--- src/rtl/operand_uart_loader.sv ---
// operand_uart_loader: 8N1 UART receiver that assembles 8-byte big-endian operand frames and launches a multiply.
// Latency: rrf_a/rrf_b, mult_start and busy update together one clk after the internal strobe of the 8th byte.
// Backpressure: none on rx; bytes arriving while busy are dropped and flagged as overrun.
module operand_uart_loader #(
  parameter int CLKS_PER_BIT = 868,
  parameter int TIMEOUT_CLKS = 10_000_000
) (
  input  logic        clk,
  input  logic        reset,
  input  logic        rx,
  input  logic        mult_done,
  output logic [31:0] rrf_a,
  output logic [31:0] rrf_b,
  output logic        mult_start,
  output logic        busy,
  output logic        frame_err,
  output logic        overrun
);

  localparam int CW = $clog2(CLKS_PER_BIT + 1);
  localparam int TW = $clog2(TIMEOUT_CLKS + 1);
  localparam logic [CW-1:0] BIT_LAST  = CW'(CLKS_PER_BIT - 1);
  localparam logic [CW-1:0] HALF_LAST = CW'((CLKS_PER_BIT / 2) - 1);
  localparam logic [TW-1:0] TO_LAST   = TW'(TIMEOUT_CLKS - 1);

  typedef enum logic [1:0] {RX_IDLE, RX_START, RX_DATA, RX_STOP} rx_state_e;
  typedef enum logic {LD_COLLECT, LD_WAIT_DONE} ld_state_e;

  // ---------------- synchronizer and start-edge qualification ----------------
  logic       rx_meta_q, rx_sync_q, rx_prev_q;
  logic       armed_q;
  logic [1:0] settle_q;
  logic       rx_fall;

  // two-flop synchronizer plus one history flop for edge detection; all idle high
  always_ff @(posedge clk or posedge reset) begin
    if (reset) begin
      rx_meta_q <= 1'b1;
      rx_sync_q <= 1'b1;
      rx_prev_q <= 1'b1;
    end else begin
      rx_meta_q <= rx;
      rx_sync_q <= rx_meta_q;
      rx_prev_q <= rx_sync_q;
    end
  end

  // after reset, wait for the synchronizer to flush and the line to be seen high before
  // accepting a falling edge, so a line held low through reset is not taken as a start bit
  always_ff @(posedge clk or posedge reset) begin
    if (reset) begin
      settle_q <= 2'd0;
      armed_q  <= 1'b0;
    end else if (settle_q != 2'd2) begin
      settle_q <= settle_q + 2'd1;
    end else if (rx_sync_q) begin
      armed_q <= 1'b1;
    end
  end

  assign rx_fall = armed_q & rx_prev_q & ~rx_sync_q;

  // ---------------- receiver FSM ----------------
  rx_state_e     rx_state_q, rx_state_d;
  logic [CW-1:0] clk_cnt_q;
  logic [2:0]    bit_idx_q;
  logic [7:0]    shift_q;
  logic          byte_vld_q, stop_err_q, frame_err_q;
  logic          half_tick, bit_tick;

  // receiver state register
  always_ff @(posedge clk or posedge reset) begin
    if (reset) rx_state_q <= RX_IDLE;
    else       rx_state_q <= rx_state_d;
  end

  // receiver next-state: mid-start check, 8 data samples, one stop sample
  always_comb begin
    rx_state_d = rx_state_q;
    case (rx_state_q)
      RX_IDLE:  if (rx_fall) rx_state_d = RX_START;
      RX_START: if (half_tick) rx_state_d = rx_sync_q ? RX_IDLE : RX_DATA;
      RX_DATA:  if (bit_tick && (bit_idx_q == 3'd7)) rx_state_d = RX_STOP;
      RX_STOP:  if (bit_tick) rx_state_d = RX_IDLE;
      default:  rx_state_d = RX_IDLE;
    endcase
  end

  // receiver sample strobes: half a bit into the start bit, then every full bit period
  always_comb begin
    half_tick = (rx_state_q == RX_START) && (clk_cnt_q == HALF_LAST);
    bit_tick  = ((rx_state_q == RX_DATA) || (rx_state_q == RX_STOP)) && (clk_cnt_q == BIT_LAST);
  end

  // receiver datapath: bit timer, LSB-first shifter, byte strobe and stop-bit error
  always_ff @(posedge clk or posedge reset) begin
    if (reset) begin
      clk_cnt_q   <= '0;
      bit_idx_q   <= 3'd0;
      shift_q     <= 8'd0;
      byte_vld_q  <= 1'b0;
      stop_err_q  <= 1'b0;
      frame_err_q <= 1'b0;
    end else begin
      byte_vld_q <= 1'b0;
      stop_err_q <= 1'b0;
      if ((rx_state_q == RX_IDLE) || half_tick || bit_tick) clk_cnt_q <= '0;
      else                                                  clk_cnt_q <= clk_cnt_q + CW'(1);
      if (half_tick) bit_idx_q <= 3'd0;
      if (bit_tick && (rx_state_q == RX_DATA)) begin
        shift_q   <= {rx_sync_q, shift_q[7:1]};
        bit_idx_q <= bit_idx_q + 3'd1;
      end
      if (bit_tick && (rx_state_q == RX_STOP)) begin
        if (rx_sync_q) begin
          byte_vld_q <= 1'b1;
        end else begin
          stop_err_q  <= 1'b1;
          frame_err_q <= 1'b1;
        end
      end
    end
  end

  // ---------------- loader FSM ----------------
  ld_state_e     ld_state_q, ld_state_d;
  logic [2:0]    byte_cnt_q;
  logic [55:0]   frame_q;   // first seven bytes; the eighth comes straight from the receiver
  logic [TW-1:0] idle_q;
  logic [31:0]   rrf_a_q, rrf_b_q;
  logic          mult_start_q, busy_q, overrun_q;
  logic          accept_en, load_en, drop_en, timeout_hit;

  // loader state register
  always_ff @(posedge clk or posedge reset) begin
    if (reset) ld_state_q <= LD_COLLECT;
    else       ld_state_q <= ld_state_d;
  end

  // loader next-state: full frame starts a multiply, completion returns to collecting
  always_comb begin
    ld_state_d = ld_state_q;
    case (ld_state_q)
      LD_COLLECT:   if (byte_vld_q && (byte_cnt_q == 3'd7)) ld_state_d = LD_WAIT_DONE;
      LD_WAIT_DONE: if (mult_done) ld_state_d = LD_COLLECT;
      default:      ld_state_d = LD_COLLECT;
    endcase
  end

  // loader control decodes
  always_comb begin
    accept_en   = (ld_state_q == LD_COLLECT) && byte_vld_q;
    load_en     = accept_en && (byte_cnt_q == 3'd7);
    drop_en     = (ld_state_q == LD_WAIT_DONE) && byte_vld_q;
    timeout_hit = (ld_state_q == LD_COLLECT) && !byte_vld_q &&
                  (byte_cnt_q != 3'd0) && (idle_q == TO_LAST);
  end

  // loader datapath: frame assembly, operand load, busy/overrun tracking and inter-byte timeout
  always_ff @(posedge clk or posedge reset) begin
    if (reset) begin
      byte_cnt_q   <= 3'd0;
      frame_q      <= 56'd0;
      idle_q       <= '0;
      rrf_a_q      <= 32'd0;
      rrf_b_q      <= 32'd0;
      mult_start_q <= 1'b0;
      busy_q       <= 1'b0;
      overrun_q    <= 1'b0;
    end else begin
      mult_start_q <= load_en;
      if (accept_en) frame_q <= {frame_q[47:0], shift_q};
      if (load_en) begin
        rrf_a_q <= frame_q[55:24];
        rrf_b_q <= {frame_q[23:0], shift_q};
      end
      // a bad stop bit or an idle gap abandons the partial frame
      if (load_en || stop_err_q || timeout_hit) byte_cnt_q <= 3'd0;
      else if (accept_en)                       byte_cnt_q <= byte_cnt_q + 3'd1;
      if (accept_en || timeout_hit || (ld_state_q != LD_COLLECT) || (byte_cnt_q == 3'd0))
        idle_q <= '0;
      else
        idle_q <= idle_q + TW'(1);
      if (load_en)                                      busy_q <= 1'b1;
      else if ((ld_state_q == LD_WAIT_DONE) && mult_done) busy_q <= 1'b0;
      if (drop_en) overrun_q <= 1'b1;
    end
  end

  assign rrf_a      = rrf_a_q;
  assign rrf_b      = rrf_b_q;
  assign mult_start = mult_start_q;
  assign busy       = busy_q;
  assign frame_err  = frame_err_q;
  assign overrun    = overrun_q;

endmodule

--- config.mk ---
export PLATFORM = sky130hd
export DESIGN_NAME = operand_uart_loader
export DESIGN_NICKNAME = d
export VERILOG_FILES = /design/src/rtl/operand_uart_loader.sv
export SDC_FILE = /design/constraint.sdc
export NUM_CORES = 1
export LEC_CHECK = 0
export CORE_AREA = 2 2 125 127
export CTS_CLUSTER_DIAMETER = 150
export DETAILED_ROUTE_END_ITERATION = 8
export DIE_AREA = 0 0 127 129
export PLACE_DENSITY = 0.75
export SLEW_MARGIN = 15
export SYNTH_ARGS = -nofsm -noshare
export SYNTH_HDL_FRONTEND = slang
export SYNTH_SLANG_ARGS = --single-unit
export TNS_END_PERCENT = 20
--- constraint.sdc ---
create_clock -name clk -period 6.98 [get_ports clk]
set_input_delay 2.094 -clock clk [delete_from_list [all_inputs] [get_ports clk]]
set_output_delay 2.094 -clock clk [all_outputs]
set_load 0.02 [all_outputs]
Yosys cells after proc, flatten, opt, wreduce, memory -nomap -nowiden
Index checks and enable logic that the tools add are counted.

storage, ports and cells
  flip-flop bits (word level) = 183
  input port bits = 4
  logic and storage cells = 96

operators by class
  $add $sub $neg = 5
  reduce and logical (&&, ||, !) cells = 31
  bitwise logic cells = 5
  equal/unequal tests = 13
  multiplexer cells = 21

operators with widths
  kind                     number
  $add A24 B1 Y24 const B  1
  $eq A24 B24 Y1 const B   1
  $mux W24                 1
  $logic_and A1 B1 Y1      13
  $mux W3                  4
  $add A10 B1 Y10 const B  1
  $eq A10 B10 Y1 const B   1
  $eq A10 B9 Y1 const B    1
  $mux W10                 1
  $mux W2                  5
  $ne A2 B2 Y1 const B     5
  $logic_or A1 B1 Y1       8
  $mux W1                  8
  $pmux W2 S4              1
  $add A3 B1 Y3 const B    2
  $eq A3 B3 Y1 const B     2
  $reduce_bool A2 Y1       3
  $eq A2 B2 Y1 const B     2
  $reduce_and A2 Y1        2
  $reduce_and A4 Y1        1
  $logic_not A3 Y1         1
  $not A1 Y1               3
  $reduce_bool A3 Y1       1
  $add A2 B1 Y2 const B    1
  other kinds (5)          6

Depth between registers and ports, before layout
  depth after elaboration = 8
  mapped depth = 7

Least setup slack after synthesis
No wires, ideal clock.

  kind = register to output
  start point = register busy_q (netlist: busy)
  end point = output port busy
  path buffers = 0
  setup slack = 4.461 ns
  data arrival time = 0.425 ns
  cell stages (with the launch flop) = 1
  data required time = 4.886 ns
  path through = dfrtp_1

RTL lines
  element                 line  text
  start, declared         131   logic mult_start_q, busy_q, overrun_q;
  start signal, assigned  168   busy_q <= 1'b0;
  start signal, assigned  184   if (load_en) busy_q <= 1'b1;
  start signal, assigned  185   else if ((ld_state_q == LD_WAIT_DONE) && mult_done) busy_q <= 1'b0;
  end, declared           15    output logic busy,

No word-level cell between the ends.

Final worst setup path
  start point = register rrf_b_q[14] (netlist: rrf_b[14])
  end point = output port rrf_b[14]

RTL lines
  element                 line  text
  start, declared         130   logic [31:0] rrf_a_q, rrf_b_q;
  start signal, assigned  175   rrf_b_q <= {frame_q[23:0], shift_q};
  end, declared           13    output logic [31:0] rrf_b,

No word-level cell between the ends.

==> qor.yml <==
floorplanning:
  start_util_pct: 49.21
  io_pins: 72
  die_h_um: 129
  die_width_um: 127
  coreArea_um2: 14980
  die_area_um2: 16380
  rows: 45
sta:
  skew_ns: 0.01313
  clock.fmax_mhz: 283.1
  finalSetupViolCount: 0
  slew_headroom_pct: 36.21
  timing_hold_violations_final: 0
  worst_slew_pin_slew_ns: 0.9569
  finalSetupTns_ns: 0
  period_share_pct: 50.61
  period_minus_slack_ns: 3.533
  worst_slack_ns: 3.447
  rsz0062_at_grt: "false"
  final_max_slew_viol_count: 0
run_status:
  outcome: "finished clean"
global_routing:
  grt_pass1_wl_um: 24400
  grt_pass1_vias: 5005
  grt_use_total_pct: 18.64
  grt_max_degree: 80
  gr-total-overflow: 0
  antenna_found_initial: 0
drt:
  dr.pass1.iters: 4
  drt_iter0_markers: 318
  viasPerCell: 5.320
  wl_um: 14180
  post-route-drc-count: 0
  via_count: 4884
  final_antenna_net_count: 0
  wire_per_inst_um: 15.45
logic_synthesis:
  netlist_area_um2: 7371
  postSynthAreaPerCell_um2: 11.36
  synthDistinctLibCells: 42
  synth.area.top_cells: "dfrtp_1, mux2_2, nand2_1"
  async_reset_ff_share_pct: 100.0
  yosys_warnings: 0
  yosys.cell_count.top_type: "nand2_1"
  synth_top_area_share_pct: 61.11
  syn_nets: 662
  ys_ff_latch: 183
  yosys.area.top_type: "dfrtp_1"
  yosysSeqAreaShare_pct: 62.18
  synth_edf_count: 0
  synth_commonest_cells: "nand2_1, dfrtp_1, mux2_2"
  synth_ff_type: "dfrtp_1"
  synth_cells: 649
placed_design:
  dp_slack_ns: 3.035
  portBuffers: 71
  dpl.hpwl_um: 8958
  gp_congestion: 0.8002
clocking:
  clkLatencyLatePin_ns: 0.44
  clkSlewWorstSetupHoldPaths_ns: 0.07
  clkSinkCount: 183
  cts.htree.levels: 4
  cts_root_buf: "clkbuf_16"
  cts_tree: "yes"
  hold_buffers: 0
  post_cts_buffers: 0
  numCtsBuffers: 17
  cts_buffer_depth: 2
  cts_resized: 0
final_layout:
  multi_input_area_um2: 2645
  postLayoutCoreUtil_pct: 59.17
  antenna_cells: 0
  drive_gt1_share_pct: 16.58
  layout.nets: 730
  final-seq-area_um2: 4583
  fillCellCount: 1204
  area_growth_pct: 20.23
min_path:
  min_path_type: "reg -> reg"
worst_setup_path:
  critical_path.endpoint_type: "output pin"
  worstSetupPathType: "reg -> out"
  reg2reg_to: "idle_q[14]"
  r2r-start: "idle_q[0]"
  cp-startpoint: "rrf_b[14]"
  cp_max_fo: 2
  slowest_delay_ns: 0.62
  cp_top_family: "buffers and inverters"
  cp.depth: 1
  cp.buffers_inverters: 1
  worstPathArrival_ns: 1.44
  reg2reg_depth: 5
  r2r_setup_slack_ns: 4.33
  crit_chain: "clkdlybuf4s50_1"
  critPathRequiredTime_ns: 4.89
  slowest_stage: "clkdlybuf4s50_1"
  crit_path_start_kind: "register"
  critPathCapture: "rrf_b[14]"
pwr:
  p_per_area_nw_per_um2: 238.5
  p_leak_nw: 4.331
  ir_drop_uv: 160.0
job:
  maxCapViolations: 0
-- per-layer routing --
layer | up-vias | routed length (µm) | track usage, %
met3 | 18 | 575 | 4.449
met5 | - | 0 | 0
li1 | 2308 | - | -
met4 | 0 | 258 | 6.593
met1 | 2458 | 6144 | 23.55
met2 | 100 | 7203 | 31.75
-- how the worst min path moves through the flow --
stage	start	endpoint	slack, ns	cells after the start
6_report	rx_meta_q	rx_sync_q	0.36	0
5_1_grt	rx_meta_q	rx_sync_q	0.36	0
4_1_cts	rx_meta_q	rx_sync_q	0.36	0
3_5_place_dp	rx_meta_q	rx_sync_q	0.35	0
3_3_place_gp	rx_meta_q	rx_sync_q	0.35	0
2_1_floorplan	rx_meta_q	rx_sync_q	0.35	0
-- layout make-up --
class	count	share of cell area (%)
clock buffer	19	4.998
sequential	183	51.72
clock inverter	13	1.708
timing repair buffer	76	8.443
inverter	14	0.6353
tap	188	2.654
multi-input combinational	425	29.85
-- stage by stage --
stage,cell area [µm²],instances,hold slack (ns),total power (W)
after CTS,8862,918,0.3623,0.002135
after floorplan,7375,649,0.3452,0.001162
after global placement,8268,886,0.3471,0.001176
final,8862,918,0.3588,0.002113
after global routing,8862,918,0.3635,0.002192
after detailed placement,8268,886,0.3544,0.001182
-- sequential cells by signal (all words and copies together) (netlist names), 2 cells and up, named ones only --
name,cells
frame_q,56
rrf_a,32
rrf_b,32
idle_q,24
clk_cnt_q,10
shift_q,8
bit_idx_q,3
byte_cnt_q,3
settle_q,2
-- power by group --
group / switching, W / internal [W]
registers: 0.0000205 / 0.00108
logic: 0.0000404 / 0.0000218
clock network: 0.000435 / 0.000518
total: 0.000496 / 0.00162
-- layout by cell type, fill, tap and decap left out, types with 4 or more instances in the layout --
cell type	synthesis	final
nand2_1	188	187
dfrtp_1	180	180
mux2_2	73	73
clkdlybuf4s50_1	0	71
nor2_1	33	33
clkbuf_16	0	17
xnor2_1	15	15
inv_1	14	13
a21oi_1	11	11
nand3_1	9	9
ha_1	9	9
nand4_1	8	8
o21ai_0	8	8
nor3_1	8	8
xor2_1	7	7
or3_1	6	6
or4_1	5	5
buf_4	0	5
and4_1	4	4
nor3b_1	4	4
nor4_1	4	4
inv_8	0	4
-- logic make-up after synthesis --
family / Yosys count / synth area share, %
AO/OA/AOI/OAI: 34 / 3.022
XOR/XNOR: 22 / 2.614
adder cells (fa/ha/maj): 9 / 1.528
buffers and inverters: 41 / 2.156
flip-flops: 183 / 62.18
multiplexers: 73 / 11.15
AND/OR/NAND/NOR: 287 / 17.35
No activity file was read; power rests on OpenSTA's default activity.
